File: config.mk
export PLATFORM = sky130hd
export DESIGN_NAME = prbs_bert_ctrl_flat
export DESIGN_NICKNAME = d
export VERILOG_FILES = /design/src/rtl/prbs_bert_ctrl_if.sv /design/src/rtl/prbs_bert_ctrl.sv /design/src/flat_wrapper.sv
export SDC_FILE = /design/constraint.sdc
export NUM_CORES = 1
export LEC_CHECK = 0
export ABC_AREA = 1
export CORE_ASPECT_RATIO = 0.8
export CORE_MARGIN = 1
export CORE_UTILIZATION = 35
export DETAILED_ROUTE_END_ITERATION = 8
export GPL_TIMING_DRIVEN = 0
export PLACE_DENSITY = 0.63
export SLEW_MARGIN = 20
export SYNTH_ARGS = -nofsm -noshare
export SYNTH_HDL_FRONTEND = slang
export SYNTH_SLANG_ARGS = --single-unit
File: constraint.sdc
create_clock -name clk -period 12.8 [get_ports clk]
set_input_delay 1.92 -clock clk [delete_from_list [all_inputs] [get_ports clk]]
set_output_delay 1.92 -clock clk [all_outputs]
set_load 0.02 [all_outputs]
File: src/rtl/prbs_bert_ctrl_if.sv
// Control/status and receive-stream bundle for the PRBS7 bit-error-rate controller.
// The master side (test sequencer / receive path) drives run control and rx words;
// the slave side (the controller) returns run status and the measurement counters.
interface prbs_bert_ctrl_if #(
   parameter int WIDTH   = 24,
   parameter int ERR_W   = 16,
   parameter int WORDS_W = 32
);
   logic               start;
   logic               stop;
   logic [WORDS_W-1:0] num_words;
   logic               rx_valid;
   logic [WIDTH-1:0]   rx_data;
   logic               busy;
   logic               locked;
   logic               done;
   logic [ERR_W-1:0]   err_cnt;
   logic [WORDS_W-1:0] word_cnt;
   logic               lost_lock;

   modport master (
      output start, stop, num_words, rx_valid, rx_data,
      input  busy, locked, done, err_cnt, word_cnt, lost_lock
   );

   modport slave (
      input  start, stop, num_words, rx_valid, rx_data,
      output busy, locked, done, err_cnt, word_cnt, lost_lock
   );
endinterface

File: src/rtl/prbs_bert_ctrl.sv
// PRBS7 (x^7+x^6+1) bit-error-rate test controller.
// Sequences a run (seed -> sync -> locked -> done), self-synchronises an internal
// reference LFSR to the received word stream, then flywheels it while counting
// locked words and bit errors and watching for loss of lock.
module prbs_bert_ctrl #(
   parameter int WIDTH      = 24,
   parameter int TAP1       = 6,
   parameter int TAP2       = 5,
   parameter int LOCK_CNT   = 4,
   parameter int UNLOCK_CNT = 4,
   parameter int ERR_W      = 16,
   parameter int WORDS_W    = 32
) (
   input logic             clk,
   input logic             rst_n,
   prbs_bert_ctrl_if.slave bus
);

   localparam int PC_W  = $clog2(WIDTH + 1);
   localparam int GR_W  = $clog2(LOCK_CNT + 1);
   localparam int BR_W  = $clog2(UNLOCK_CNT + 1);
   localparam int SUM_W = ((ERR_W > PC_W) ? ERR_W : PC_W) + 1;

   typedef enum logic [2:0] {
      S_IDLE,
      S_SEED,
      S_SYNC,
      S_LOCKED,
      S_DONE
   } state_t;

   // Advance the LFSR by one full word (WIDTH single-bit steps).
   function automatic logic [WIDTH-1:0] adv(input logic [WIDTH-1:0] x);
      logic [WIDTH-1:0] d;
      d = x;
      for (int i = 0; i < WIDTH; i++) begin
         d = {d[WIDTH-2:0], d[TAP1] ^ d[TAP2]};
      end
      return d;
   endfunction

   function automatic logic [PC_W-1:0] popcount(input logic [WIDTH-1:0] v);
      logic [PC_W-1:0] c;
      c = '0;
      for (int i = 0; i < WIDTH; i++) begin
         c = c + PC_W'(v[i]);
      end
      return c;
   endfunction

   // Error accumulation sticks at all-ones instead of wrapping.
   function automatic logic [ERR_W-1:0] sat_add(input logic [ERR_W-1:0] acc,
                                                input logic [PC_W-1:0]  inc);
      logic [SUM_W-1:0] sum;
      sum = SUM_W'(acc) + SUM_W'(inc);
      if (sum[SUM_W-1:ERR_W] != '0) begin
         return '1;
      end
      return sum[ERR_W-1:0];
   endfunction

   state_t             state_q, state_d;
   // ref holds the previous received word while syncing and the
   // flywheeled expected word while locked.
   logic [WIDTH-1:0]   ref_q, ref_d;
   logic [GR_W-1:0]    good_q, good_d;
   logic [BR_W-1:0]    bad_q, bad_d;
   logic [WORDS_W-1:0] target_q, target_d;
   logic [ERR_W-1:0]   err_q, err_d;
   logic [WORDS_W-1:0] words_q, words_d;
   logic               lost_q, lost_d;
   logic               busy_q, busy_d;
   logic               locked_q, locked_d;
   logic               done_q, done_d;

   logic [WIDTH-1:0]   adv_ref;
   logic [WIDTH-1:0]   adv_rx;
   logic [PC_W-1:0]    pc;
   logic [WORDS_W-1:0] words_inc;

   assign adv_ref   = adv(ref_q);
   assign adv_rx    = adv(bus.rx_data);
   assign pc        = popcount(bus.rx_data ^ ref_q);
   assign words_inc = words_q + WORDS_W'(1);

   // Run sequencing, sync/lock tracking and counter updates.
   always_comb begin
      state_d  = state_q;
      ref_d    = ref_q;
      good_d   = good_q;
      bad_d    = bad_q;
      target_d = target_q;
      err_d    = err_q;
      words_d  = words_q;
      lost_d   = lost_q;

      case (state_q)
         S_IDLE, S_DONE: begin
            if (bus.start) begin
               state_d  = S_SEED;
               err_d    = '0;
               words_d  = '0;
               lost_d   = 1'b0;
               target_d = bus.num_words;
            end
         end
         S_SEED: begin
            if (bus.stop) begin
               state_d = S_DONE;
            end else if (bus.rx_valid) begin
               ref_d   = bus.rx_data;
               good_d  = '0;
               state_d = S_SYNC;
            end
         end
         S_SYNC: begin
            if (bus.stop) begin
               state_d = S_DONE;
            end else if (bus.rx_valid) begin
               ref_d = bus.rx_data;
               if (bus.rx_data == adv_ref) begin
                  if (good_q == GR_W'(LOCK_CNT - 1)) begin
                     state_d = S_LOCKED;
                     ref_d   = adv_rx;
                     good_d  = '0;
                     bad_d   = '0;
                  end else begin
                     good_d = good_q + GR_W'(1);
                  end
               end else begin
                  good_d = '0;
               end
            end
         end
         S_LOCKED: begin
            if (bus.rx_valid) begin
               err_d   = sat_add(err_q, pc);
               words_d = words_inc;
               ref_d   = adv_ref;
               bad_d   = (pc != '0) ? (bad_q + BR_W'(1)) : '0;
               // Reaching the requested length wins over a simultaneous unlock.
               if ((target_q != '0) && (words_inc == target_q)) begin
                  state_d = S_DONE;
               end else if ((pc != '0) && (bad_q == BR_W'(UNLOCK_CNT - 1))) begin
                  state_d = S_SYNC;
                  good_d  = '0;
                  bad_d   = '0;
                  ref_d   = bus.rx_data;
                  lost_d  = 1'b1;
               end
            end
            // A word arriving with stop is still counted above.
            if (bus.stop) begin
               state_d = S_DONE;
            end
         end
         default: begin
            state_d = S_IDLE;
         end
      endcase

      busy_d   = (state_d == S_SEED) || (state_d == S_SYNC) || (state_d == S_LOCKED);
      locked_d = (state_d == S_LOCKED);
      done_d   = (state_d == S_DONE);
   end

   // State, reference word, counters and registered status outputs.
   always_ff @(posedge clk or negedge rst_n) begin
      if (!rst_n) begin
         state_q  <= S_IDLE;
         ref_q    <= '0;
         good_q   <= '0;
         bad_q    <= '0;
         target_q <= '0;
         err_q    <= '0;
         words_q  <= '0;
         lost_q   <= 1'b0;
         busy_q   <= 1'b0;
         locked_q <= 1'b0;
         done_q   <= 1'b0;
      end else begin
         state_q  <= state_d;
         ref_q    <= ref_d;
         good_q   <= good_d;
         bad_q    <= bad_d;
         target_q <= target_d;
         err_q    <= err_d;
         words_q  <= words_d;
         lost_q   <= lost_d;
         busy_q   <= busy_d;
         locked_q <= locked_d;
         done_q   <= done_d;
      end
   end

   assign bus.busy      = busy_q;
   assign bus.locked    = locked_q;
   assign bus.done      = done_q;
   assign bus.err_cnt   = err_q;
   assign bus.word_cnt  = words_q;
   assign bus.lost_lock = lost_q;

endmodule

File: src/flat_wrapper.sv
// flat-port wrapper written by rule: the top's interface ports become plain ports
module prbs_bert_ctrl_flat 
#(
   parameter int WIDTH      = 24,
   parameter int TAP1       = 6,
   parameter int TAP2       = 5,
   parameter int LOCK_CNT   = 4,
   parameter int UNLOCK_CNT = 4,
   parameter int ERR_W      = 16,
   parameter int WORDS_W    = 32
)
  (clk, rst_n, bus_start, bus_stop, bus_num_words, bus_rx_valid, bus_rx_data, bus_busy, bus_locked, bus_done, bus_err_cnt, bus_word_cnt, bus_lost_lock);
  prbs_bert_ctrl_if #(.WIDTH(WIDTH), .ERR_W(ERR_W), .WORDS_W(WORDS_W)) bus_i ();
  input logic clk;
  input logic rst_n;
  input wire logic [$bits(bus_i.start)-1:0] bus_start;
  input wire logic [$bits(bus_i.stop)-1:0] bus_stop;
  input wire logic [$bits(bus_i.num_words)-1:0] bus_num_words;
  input wire logic [$bits(bus_i.rx_valid)-1:0] bus_rx_valid;
  input wire logic [$bits(bus_i.rx_data)-1:0] bus_rx_data;
  output wire logic [$bits(bus_i.busy)-1:0] bus_busy;
  output wire logic [$bits(bus_i.locked)-1:0] bus_locked;
  output wire logic [$bits(bus_i.done)-1:0] bus_done;
  output wire logic [$bits(bus_i.err_cnt)-1:0] bus_err_cnt;
  output wire logic [$bits(bus_i.word_cnt)-1:0] bus_word_cnt;
  output wire logic [$bits(bus_i.lost_lock)-1:0] bus_lost_lock;
  assign bus_i.start = bus_start;
  assign bus_i.stop = bus_stop;
  assign bus_i.num_words = bus_num_words;
  assign bus_i.rx_valid = bus_rx_valid;
  assign bus_i.rx_data = bus_rx_data;
  assign bus_busy = bus_i.busy;
  assign bus_locked = bus_i.locked;
  assign bus_done = bus_i.done;
  assign bus_err_cnt = bus_i.err_cnt;
  assign bus_word_cnt = bus_i.word_cnt;
  assign bus_lost_lock = bus_i.lost_lock;
  prbs_bert_ctrl #(.WIDTH(WIDTH), .TAP1(TAP1), .TAP2(TAP2), .LOCK_CNT(LOCK_CNT), .UNLOCK_CNT(UNLOCK_CNT), .ERR_W(ERR_W), .WORDS_W(WORDS_W)) u_core (.clk(clk), .rst_n(rst_n), .bus(bus_i));
endmodule
==> Yosys cells after proc, flatten, opt, wreduce, memory -nomap -nowiden <==
Cells that the tools add are included.
{ "classes": {"add_sub_neg": 27, "eq_ne": 22, "muxes": 57, "bitwise_logic": 49, "n_reduce_logical": 17} }
{ "ops": {"columns": ["cell", "n"], "rows": [
  ["$mux 24", 9],
  ["$add 5x1->5", 22],
  ["$mux 3", 28],
  ["$pmux 24 s3", 1],
  ["$mux 16", 4],
  ["$mux 32", 2],
  ["$pmux 32 s2", 1],
  ["$xor 1x1->1", 48],
  ["$add 32x1->32 const B", 1],
  ["$eq 32x32->1", 1],
  ["$pmux 16 s2", 1],
  ["$reduce_bool 32->1", 1],
  ["$eq 24x24->1", 1],
  ["$xor 24x24->24", 1],
  ["$eq 3x2->1 const B", 6],
  ["$add 16x5->17", 1],
  ["$ne 2x2->1 const B", 7],
  ["$pmux 3 s4", 1],
  ["$reduce_and 6->1", 2],
  ["$pmux 3 s3", 1],
  ["$reduce_and 8->1", 1],
  ["$mux 1", 7],
  ["$add 3x1->3 const B", 2],
  ["$eq 3x1->1 const B", 2],
  ["other kinds (15)", 21]
]} }
{ "word_totals": {"ff_bits": 117, "input_bits": 61, "output_inout_bits": 52} }

==> Depth between registers and ports, before layout <==
Gate-level depths: netlist of the first run.
{ "logic_depth": {"ltp_word": 34, "depth_mapped": 30, "mapped_depth_nobuf": 29} }

==> Worst setup path after synthesis of the first run <==
No wires, ideal clock.
{ "synth_path": {"path_kind": "input-to-reg", "start": "input bus_rx_data[1]", "end": "register u_core.err_q[10], in the netlist u_core.bus.err_cnt[10]", "setup_time_ns": 0.083, "arrival_ns": 7.806, "t_required_ns": 12.717, "slack_ns": 4.912, "stages": 25, "n_path_buf": 1, "cell_sequence": "clkbuf_1 xor2_1 ha_1 inv_1 fa_1 fa_1 fa_1 fa_1 fa_1 fa_1 inv_1 fa_1 inv_1 fa_1 o21ai_0 nand2_1 a21oi_1 nand2_1 nor2_1 nand2_1 nor2_1 nand2_1 inv_1 o21ai_0 o21ai_0"} }
{ "synth_via": {"elab_chain_cells": 31} }
{ "synth_rtl": {"columns": ["item", "line", "text"], "rows": [
  ["start, declared", "flat_wrapper.sv:20", "input wire logic [$bits(bus_i.rx_data)-1:0] bus_rx_data;"],
  ["$xor 24x24->24 (*)", "prbs_bert_ctrl.sv:83", "assign pc = popcount(bus.rx_data ^ ref_q);"],
  ["$add 1x1->2 (*)", "prbs_bert_ctrl.sv:46", "c = c + PC_W'(v[i]);"],
  ["$add 5x1->5 (*) (22 in a row)", "prbs_bert_ctrl.sv:46", null],
  ["$add 16x5->17 (*)", "prbs_bert_ctrl.sv:55", "sum = SUM_W'(acc) + SUM_W'(inc);"],
  ["$mux 1", "prbs_bert_ctrl.sv:56", "if (sum[SUM_W-1:ERR_W] != '0) begin"],
  ["$mux 1", "prbs_bert_ctrl.sv:136", "if (bus.rx_valid) begin"],
  ["$mux 1", "prbs_bert_ctrl.sv:97", "case (state_q)"],
  ["$mux 16 (*)", "prbs_bert_ctrl.sv:59", "return sum[ERR_W-1:0];"],
  ["$mux 16 (*)", "prbs_bert_ctrl.sv:136", null],
  ["$pmux 16 s2 (*)", "prbs_bert_ctrl.sv:97", null],
  ["end signal, assigned", "prbs_bert_ctrl.sv:187", "err_q <= err_d;"],
  ["end, declared", "prbs_bert_ctrl.sv:69", "logic [ERR_W-1:0] err_q, err_d;"]
]} }
Mark *: on every way between the ends. The rest lies on a longest branch, timed or not. The select of a mux whose other input is x is not followed.
A chain may end at the register's enable or synchronous reset.

==> Final worst setup path of the first run <==
{ "layout_path": {"start": "input bus_rx_data[0]", "end": "register u_core.err_q[9], in the netlist u_core.bus.err_cnt[9]"} }
The elaborated chain is that of the path after synthesis.

==> reports/results.ini, run 1 <==
[flow_run]
maxCapViolCount=0

[synthesis]
synth.top_cells.by_area=dfrtp_1 (29%), nand2_1 (20%), nand3_1 (9.4%), inv_1 (7.6%), nor2_1 (5.3%)
synth_edf_count=0
synth_flop_cell=dfrtp_1
yosysTopAreaCellShare=0.286
yosys.area.top_type=dfrtp_1
syn_inst=1626
synth-seq-area-share=0.286
syn_area_um2=10200
syn_nets=1721
ys_top_cells_by_count=nand2_1 (547), inv_1 (207), nand3_1 (193), nor2_1 (144), dfrtp_1 (117)
synth_seq_cells=117
synthDistinctLibCells=43
ys_warn_count=0
avgSynthCellArea_um2=6.29
postSynth.asyncResetShare=1.00
synth.most_common_cell=nand2_1

[global_route]
grt_usage=0.263
antenna_found_initial=0
grt_max_degree=65
grt_pass1_vias=10500
grt-ovfl-total=0
grt_pass1_wl_mm=59.1

[clock_network]
cts_hold_buf=0
post_cts_resized=0
cts_sinks=117
cts-htree-levels=4
cts-root-buf=clkbuf_16
path_clk_slew_ns=0.05
cts_tree=built
clk_latency_ns=0.44
cts_made_buffers=17
ctsLongestPathBuffers=2
cts_post_setup_buffers_inserted=0

[timing]
rsz0062_at_grt=false
period_share=0.665
fmax_mhz=117
slew_viol_final=0
relSlewSlack=0.439
fin_crit_ns=8.51
setup_violations=0
clock_skew_ns=0.0119
hold_viol_final=0
tns_ns=0
worst_slew_pin_slew_ns=0.839

[placed_design]
portBuffers=105
gp_congestion=0.995
post-dp-hpwl_mm=29.2

[finish]
diodes=0
area_growth_pct=21.2
fin_nets=1846
drive_above_1_share=0.0561

[critical_path]
cp.required_ns=13.14
cp-start-kind=primary input
crit_arrival_ns=8.85
crit_start=bus_rx_data[0]
critical_path_class=in -> reg
regToRegStartpoint=u_core.ref_q[0]
crit_fanout=10
critPathCaptureType=register

[drt]
routedWlPerCell_um=17.7
drc=6
drtAntennaViolNets=0
first_pass_iters=8
routed_wl_mm=37.9
via_per_inst=5.27
drt_iter0_drc=1248
num_vias=11300

[worst_hold_path]
worstHoldPathType=reg -> reg
hold_start=u_core.good_q[2]

[die]
die_x_um=193
rows=55
core_um2=28500
die-area_um2=29900
initial_core_util=0.359
pin_count=113
die_height_um=155

[outcome]
violations=DRC
status=complete, but fails checks

-- sequential cells by signal (all words and copies together) (netlist names), 3 cells and up --
register             count
u_core.target_q         32
u_core.bad_q             3
u_core.ref_q            24
u_core.bus.err_cnt      16
u_core.state_q           3
u_core.bus.word_cnt     32
u_core.good_q            3
-- per-stage QoR --
stage	setup WS (ns)	utilization	area (um^2)	hold WS, ns	cells
4_1_cts	4.34	0.435	12400	0.498	2134
6_report	4.29	0.435	12400	0.494	2134
3_3_place_gp	3.96	0.412	11700	0.473	2101
5_1_grt	3.88	0.435	12400	0.524	2134
3_5_place_dp	3.91	0.413	11800	0.484	2102
2_1_floorplan	4.91	-	10200	0.457	1626
-- cell usage in the layout (no fill, tap or decap), drive strengths merged --
cell type      netlist  final
ha                  16     16
dfrtp              117    117
a41oi                1      1
nor4                 2      2
bufinv               0      3
a22oi                4      4
xnor2               31     31
o31ai                1      1
inv                213    214
nand2              560    560
o21a                 1      1
fa                  18     18
a211o                2      2
a21oi               40     40
xnor3                1      1
clkbuf              33     57
nand4               36     36
nand3              196    196
o21bai               1      1
nor2               157    157
or2                 14     14
o21ai               94     94
o22ai               24     24
nor3                 7      7
xor2                23     23
clkinv               2      6
and2                 3      3
clkdlybuf4s50        0    104
buf                 19     21
nand3b               9      9
a31oi                1      1
-- worst max-delay path, cell delays in order --
cell,delay (ns)
clkbuf_1,0.54
xor2_1,0.16
ha_1,0.32
inv_1,0.05
fa_1,0.56
fa_1,0.55
fa_1,0.52
fa_1,0.52
fa_1,0.58
fa_1,0.17
inv_1,0.07
fa_1,0.54
inv_1,0.07
fa_1,0.43
o21ai_0,0.24
nand2_1,0.11
a21oi_1,0.16
nand2_1,0.09
nor2_1,0.16
nand2_1,0.11
nor2_1,0.22
nand2_1,0.23
inv_1,0.27
o21ai_0,0.14
o21ai_0,0.12
-- path summary, 6_finish.rpt --
check	endpoint	slack [ns]	depth (start not counted)
max	u_core.bus.err_cnt[9]	4.29	25
min	u_core.good_q[2]	0.49	2
max reg2reg	u_core.bus.err_cnt[9]	5.73	25
min reg2reg	u_core.good_q[2]	0.49	2
max in group asynchronous	u_core.ref_q[20]	10.68	2
min in group asynchronous	u_core.bus.err_cnt[13]	1.41	1
-- final cells by class --
cell class | instances | area, um^2
Fill cell | 3017 | 16100
Timing Repair Buffer | 106 | 1080
Tap cell | 370 | 463
Clock buffer | 24 | 502
Inverter | 215 | 807
Buffer | 52 | 239
Sequential cell | 117 | 2930
Multi-Input combinational cell | 1242 | 6250
Clock inverter | 8 | 119
-- layer usage --
| metal | vias to the layer above | wire, um | global-route usage |
|---|---|---|---|
| li1 | 5443 | - | - |
| met1 | 5253 | 18200 | 0.402 |
| met2 | 506 | 15200 | 0.360 |
| met3 | 54 | 3660 | 0.0589 |
| met4 | 0 | 794 | 0.0792 |
| met5 | - | 0 | 0 |
-- cell families after synthesis --
group / synth area share
compound gates: 0.0897
simple gates: 0.418
xor+xnor: 0.0485
flops: 0.286
buf+inv: 0.102
fa+ha+maj: 0.0548
Power of run 1 is not shown: default switching activity piles up to over one toggle a cycle in this logic, so the estimate is an artifact.
==> run 2, diff against run 1 <==
==> constraint.sdc (replaced) <==
create_clock -name clk -period 8.92 [get_ports clk]
set_input_delay 1.338 -clock clk [delete_from_list [all_inputs] [get_ports clk]]
set_output_delay 1.338 -clock clk [all_outputs]
set_load 0.02 [all_outputs]
==> results of run 2 <==
Same layout as run 1 (identical final DEF). Status: complete, but fails checks: DRC.
Among the figures that moved: setup slack after placement 3.91 ns -> 0.611 ns; setup slack after layout 4.29 ns -> 0.991 ns; register-to-register setup slack 5.73 ns -> 1.85 ns
Power of run 2 is left out for the same reason.
